<file path="src/rtl/vga_timing_gen.sv">
// rtl/vga_timing_gen.sv - VGA raster timing generator: pixel/line counters, syncs, strobes, frame count
module vga_timing_gen #(
    parameter int H_ACTIVE = 640,
    parameter int H_FP     = 16,
    parameter int H_SYNC   = 96,
    parameter int H_BP     = 48,
    parameter int V_ACTIVE = 480,
    parameter int V_FP     = 10,
    parameter int V_SYNC   = 2,
    parameter int V_BP     = 33,
    parameter bit H_POL    = 1'b0,
    parameter bit V_POL    = 1'b0,
    parameter int CW       = 12
) (
    input  logic          clk,
    input  logic          rst,
    input  logic          en,
    output logic [CW-1:0] col,
    output logic [CW-1:0] row,
    output logic          in_video,
    output logic          hsync,
    output logic          vsync,
    output logic          sol,
    output logic          sof,
    output logic [15:0]   frame_cnt
);

    localparam int H_TOTAL = H_ACTIVE + H_FP + H_SYNC + H_BP;
    localparam int V_TOTAL = V_ACTIVE + V_FP + V_SYNC + V_BP;
    localparam longint CNT_MAX = (longint'(1) << CW) - 1;

    if ((longint'(H_TOTAL - 1) > CNT_MAX) || (longint'(V_TOTAL - 1) > CNT_MAX) ||
        (H_ACTIVE == 0) || (H_FP == 0) || (H_SYNC == 0) || (H_BP == 0) ||
        (V_ACTIVE == 0) || (V_FP == 0) || (V_SYNC == 0) || (V_BP == 0)) begin : g_bad_params
        $error("vga_timing_gen: zero timing parameter or totals exceed CW");
    end

    localparam logic [CW-1:0] H_LAST   = CW'(H_TOTAL - 1);
    localparam logic [CW-1:0] V_LAST   = CW'(V_TOTAL - 1);
    localparam logic [CW-1:0] H_ACT    = CW'(H_ACTIVE);
    localparam logic [CW-1:0] V_ACT    = CW'(V_ACTIVE);
    localparam logic [CW-1:0] HS_FIRST = CW'(H_ACTIVE + H_FP);
    localparam logic [CW-1:0] HS_LAST  = CW'(H_ACTIVE + H_FP + H_SYNC - 1);
    localparam logic [CW-1:0] VS_FIRST = CW'(V_ACTIVE + V_FP);
    localparam logic [CW-1:0] VS_LAST  = CW'(V_ACTIVE + V_FP + V_SYNC - 1);

    logic [CW-1:0] col_q, col_d;
    logic [CW-1:0] row_q, row_d;
    logic [15:0]   frame_q, frame_d;
    logic          in_video_q, in_video_d;
    logic          hsync_q, hsync_d;
    logic          vsync_q, vsync_d;

    // Sync/video flags are decoded from the next-state counters so they land
    // in the same register stage as col/row.
    always_comb begin
        col_d   = col_q;
        row_d   = row_q;
        frame_d = frame_q;
        if (en) begin
            if (col_q == H_LAST) begin
                col_d = '0;
                if (row_q == V_LAST) begin
                    row_d   = '0;
                    frame_d = frame_q + 16'd1;
                end else begin
                    row_d = row_q + CW'(1);
                end
            end else begin
                col_d = col_q + CW'(1);
            end
        end
        in_video_d = (col_d < H_ACT) && (row_d < V_ACT);
        hsync_d    = ((col_d >= HS_FIRST) && (col_d <= HS_LAST)) ? H_POL : ~H_POL;
        vsync_d    = ((row_d >= VS_FIRST) && (row_d <= VS_LAST)) ? V_POL : ~V_POL;
    end

    always_ff @(posedge clk or posedge rst) begin
        if (rst) begin
            col_q      <= '0;
            row_q      <= '0;
            frame_q    <= '0;
            in_video_q <= 1'b1;
            hsync_q    <= ~H_POL;
            vsync_q    <= ~V_POL;
        end else begin
            col_q      <= col_d;
            row_q      <= row_d;
            frame_q    <= frame_d;
            in_video_q <= in_video_d;
            hsync_q    <= hsync_d;
            vsync_q    <= vsync_d;
        end
    end

    assign col       = col_q;
    assign row       = row_q;
    assign frame_cnt = frame_q;
    assign in_video  = in_video_q;
    assign hsync     = hsync_q;
    assign vsync     = vsync_q;
    assign sol       = en && (col_q == '0);
    assign sof       = sol && (row_q == '0);

endmodule

</file>
<file path="config.mk">
export PLATFORM = sky130hd
export DESIGN_NAME = vga_timing_gen
export DESIGN_NICKNAME = d
export VERILOG_FILES = /design/src/rtl/vga_timing_gen.sv
export SDC_FILE = /design/constraint.sdc
export NUM_CORES = 1
export LEC_CHECK = 0
export CORE_MARGIN = 4
export CORE_UTILIZATION = 57
export CTS_BUF_LIST = sky130_fd_sc_hd__clkbuf_8
export CTS_CLUSTER_SIZE = 8
export DETAILED_ROUTE_END_ITERATION = 7
export GPL_ROUTABILITY_DRIVEN = 0
export GPL_TIMING_DRIVEN = 0
export PLACE_DENSITY = 0.87
export SLEW_MARGIN = 20
export SYNTH_ARGS = -nofsm -noshare
export SYNTH_HDL_FRONTEND = slang
export SYNTH_SLANG_ARGS = --single-unit
export TNS_END_PERCENT = 10
</file>
<file path="constraint.sdc">
create_clock -name clk -period 5 [get_ports clk]
set_input_delay 0.75 -clock clk [delete_from_list [all_inputs] [get_ports clk]]
set_output_delay 0.75 -clock clk [all_outputs]
set_load 0.1 [all_outputs]
</file>
==> flow_metrics.tcl <==
set metrics [dict create \
    timing_hold_violations_final 0 \
    die_x_um 72.5 \
    slew_headroom_pct 34.0 \
    post-dp-hpwl_um 3810 \
    routedWlPerCell_um 15.4 \
    worst_skew_pair.late_latency_ps 300 \
    finalClockSkew_ps 10.4 \
    placedCellCount 333 \
    core_um2 4000 \
    synth-edff-count 0 \
    cp-start-kind "flop" \
    final.setup.tns_ps 0 \
    cts_tree "done" \
    stdcell_count 341 \
    boundaryPins 48 \
    clock_tree.buffer_depth 2 \
    worst_path_fanout_max 7 \
    grt_antenna_before_repair 0 \
    initialDrtViolationCount 171 \
    first_global_vias 1817 \
    clock_tree_sinks 43 \
    cts-htree-levels 2 \
    maxSlewViolCount 0 \
    async_flop_share_pct 100 \
    dr_drc_count 0 \
    layout-drive-gt1-share_pct 11.0 \
    net_count_reported_at_finish 298 \
    gr-usage-all-layers_pct 21.6 \
    fin_crit_sh_pct 75.3 \
    synth_seq_cells 43 \
    min_delay_src "frame_cnt[15]" \
    wl_um 5250 \
    worst-r2r-cell-count 8 \
    rsz0062_at_grt "false" \
    reg2reg_to "in_video" \
    cts_setup_buffers 0 \
    dr_total_vias 1951 \
    grt_pass1_wl_um 8800 \
    io_buffers 47 \
    clk_pin_slew_worst_paths_ps 90 \
    hold_buffers 0 \
    power.ir.vdd_worst_mv 0.374 \
    yosys.cell_types.count 49 \
    avgSynthCellArea_um2 10.1 \
    finalSetupViolations 0 \
    critPathArrivalTime_ps 3020 \
    critical-path-max-stage-delay_ps 1140 \
    series_of_cell_instances_along_the_critical_path "or4_1 -> buf_2 -> nor3_2 -> and4_1 -> clkdlybuf4s50_1" \
    die_area_um2 5250 \
    hold_path_class "reg -> reg" \
    insertedDiodeCount 0 \
    initial_utilization_pct 59.2 \
    gr-total-overflow 0 \
    synthesis.yosys.warnings 0 \
    worstPathBufferInverterCount 2 \
    drv_cap 0 \
    post_synth_instance_area_um2 2370 \
    critical_path_required_ps 4250 \
    postSynthNetCount 243 \
    pre_cts_slack_ps 1240 \
    synthesis.instances 235 \
    final_period_minus_worst_setup_slack_ps 3770 \
    pin_count_of_the_biggest_net_entering_global_routing 30 \
    worst_pin_slew_ps 987 \
    power.total_mw 1.06 \
    postRouteAntennaNets 0 \
    die_height_um 72.5 \
    register_to_register_setup_slack_ps 2150 \
    timing.critical_path.to_type "output pin" \
    worst_r2r_startpoint "col[5]" \
    power-per-cell-area_nw_per_um2 347 \
    mostFrequentLayoutCell "sky130_fd_sc_hd__clkdlybuf4s50_1" \
    average_via_count_per_standard_cell 5.72 \
    timing.critical_path.slowest_stage_cell "sky130_fd_sc_hd__clkdlybuf4s50_1" \
    p_leak_nw 1.34 \
    numCtsBuffers 5 \
    synthToLayoutAreaGrowth_pct 29.1 \
    drtPass1Iterations 4 \
    post_cts.resized_instances 0 \
    post-route-util_pct 76.5 \
    timing.fmax_mhz 266 \
    setup.worst_path.start "col[5]" \
    timing.critical_path.max_delay_family "buffers and inverters" \
    run_status "finished, final reports clean" \
    setup_slack_of_the_critical_path_after_layout_ps 1230 \
    worst-setup-path-type "reg -> out" \
    synth-seq-area-share_pct 45.6 \
    std_cell_rows 23 \
    root_buffer "sky130_fd_sc_hd__clkbuf_8" \
    layout_common_cells "sky130_fd_sc_hd__clkdlybuf4s50_1, sky130_fd_sc_hd__dfrtp_1, sky130_fd_sc_hd__xnor2_1, sky130_fd_sc_hd__nand2_1, sky130_fd_sc_hd__nand3_1" \
    synth-main-ff-cell "sky130_fd_sc_hd__dfrtp_1" \
    hold_path_depth 1 \
    hold_end "frame_cnt[15]" \
]
## Yosys cell counts (2+ instances only)
cell	count	area [um^2]
sky130_fd_sc_hd__clkbuf_1	6	22.5
sky130_fd_sc_hd__inv_1	13	48.8
sky130_fd_sc_hd__and2_1	5	31.3
sky130_fd_sc_hd__dfstp_2	3	78.8
sky130_fd_sc_hd__xor2_1	11	96.3
sky130_fd_sc_hd__xnor2_1	23	201
sky130_fd_sc_hd__dfrtp_1	40	1000
sky130_fd_sc_hd__mux2i_1	3	30.0
sky130_fd_sc_hd__nor3_1	11	55.1
sky130_fd_sc_hd__and3_1	6	37.5
sky130_fd_sc_hd__nor4_1	3	18.8
sky130_fd_sc_hd__nand4_1	8	50.1
sky130_fd_sc_hd__o31ai_1	3	22.5
sky130_fd_sc_hd__nand4b_1	2	17.5
sky130_fd_sc_hd__a21oi_1	2	10.0
sky130_fd_sc_hd__nor2_1	11	41.3
sky130_fd_sc_hd__o21ai_0	5	25.0
sky130_fd_sc_hd__nand2_1	20	75.1
sky130_fd_sc_hd__mux2_2	2	22.5
sky130_fd_sc_hd__or3_1	2	12.5
sky130_fd_sc_hd__nand4_2	2	25.0
sky130_fd_sc_hd__ha_1	5	62.6
sky130_fd_sc_hd__or4_4	2	22.5
sky130_fd_sc_hd__or3_2	2	15.0
sky130_fd_sc_hd__nor4_2	2	25.0
sky130_fd_sc_hd__nand2b_1	2	12.5
sky130_fd_sc_hd__and4_1	5	43.8
sky130_fd_sc_hd__nand3_1	15	75.1
## registers in the layout, summed over array words and instances, names as in the netlist
signal and count:
in_video 1, vsync 1, row 12, hsync 1, col 12, frame_cnt 16
## through the flow
stage / hold slack [ps] / area [um^2]
final: 469 / 3060
after global routing: 497 / 3060
after CTS: 473 / 3060
after detailed placement: 457 / 2930
after global placement: 455 / 2910
after floorplan: 1000 / 2370
## final cells by class
cell class	instances	area (um^2)
Multi-Input combinational cell	170	1200
Sequential cell	43	1080
Fill cell	293	940
Timing Repair Buffer	48	490
Clock buffer	5	68.8
Clock inverter	3	63.8
Tap cell	50	62.6
Inverter	13	48.8
Buffer	9	42.5
## power by group
part	total (mW)	switching, mW	internal (mW)
combinational	0.341	0.259	0.0819
sequential	0.399	0.0288	0.371
clock	0.321	0.123	0.198
## worst max path at each step
stage / endpoint / slack, ps / depth (start not counted)
4_1_cts: sof / 1240 / 5
5_1_grt: sof / 1160 / 5
3_5_place_dp: sof / 1240 / 5
2_1_floorplan: sof / 470 / 4
3_3_place_gp: sof / 1230 / 5
6_report: sof / 1230 / 5
## worst reg2reg max path, delay by kind of cell (launching register included)
kind                      cells  cell delay, ps
AOI/OAI and AO/OA             2             400
xor gates and xnor gates      1             230
buffers and inverters         2             340
DFF                           1             450
and+or+nand+nor               3            1350
## routing by layer
layer	wire [um]	share of wire, %	up-vias	track usage, %
li1	-	-	932	-
met1	2300	44	937	29.5
met2	2600	50	72	34.5
met3	268	5.1	10	4.85
met4	80	1.5	0	6.56
met5	0	0	-	0
## logic make-up (layout without fill, tap and decap cells)
group	count (synthesis)	in the layout	synth area share (%)
multiplexers	5	5	2.22
buffers and inverters	22	78	3.85
XOR/XNOR	34	34	12.6
adder cells (fa/ha/maj)	5	5	2.64
flip-flops	43	43	45.6
AO/OA/AOI/OAI	17	17	4.86
AND/OR/NAND/NOR	109	109	28.3
(Power assumes the default switching activity.)
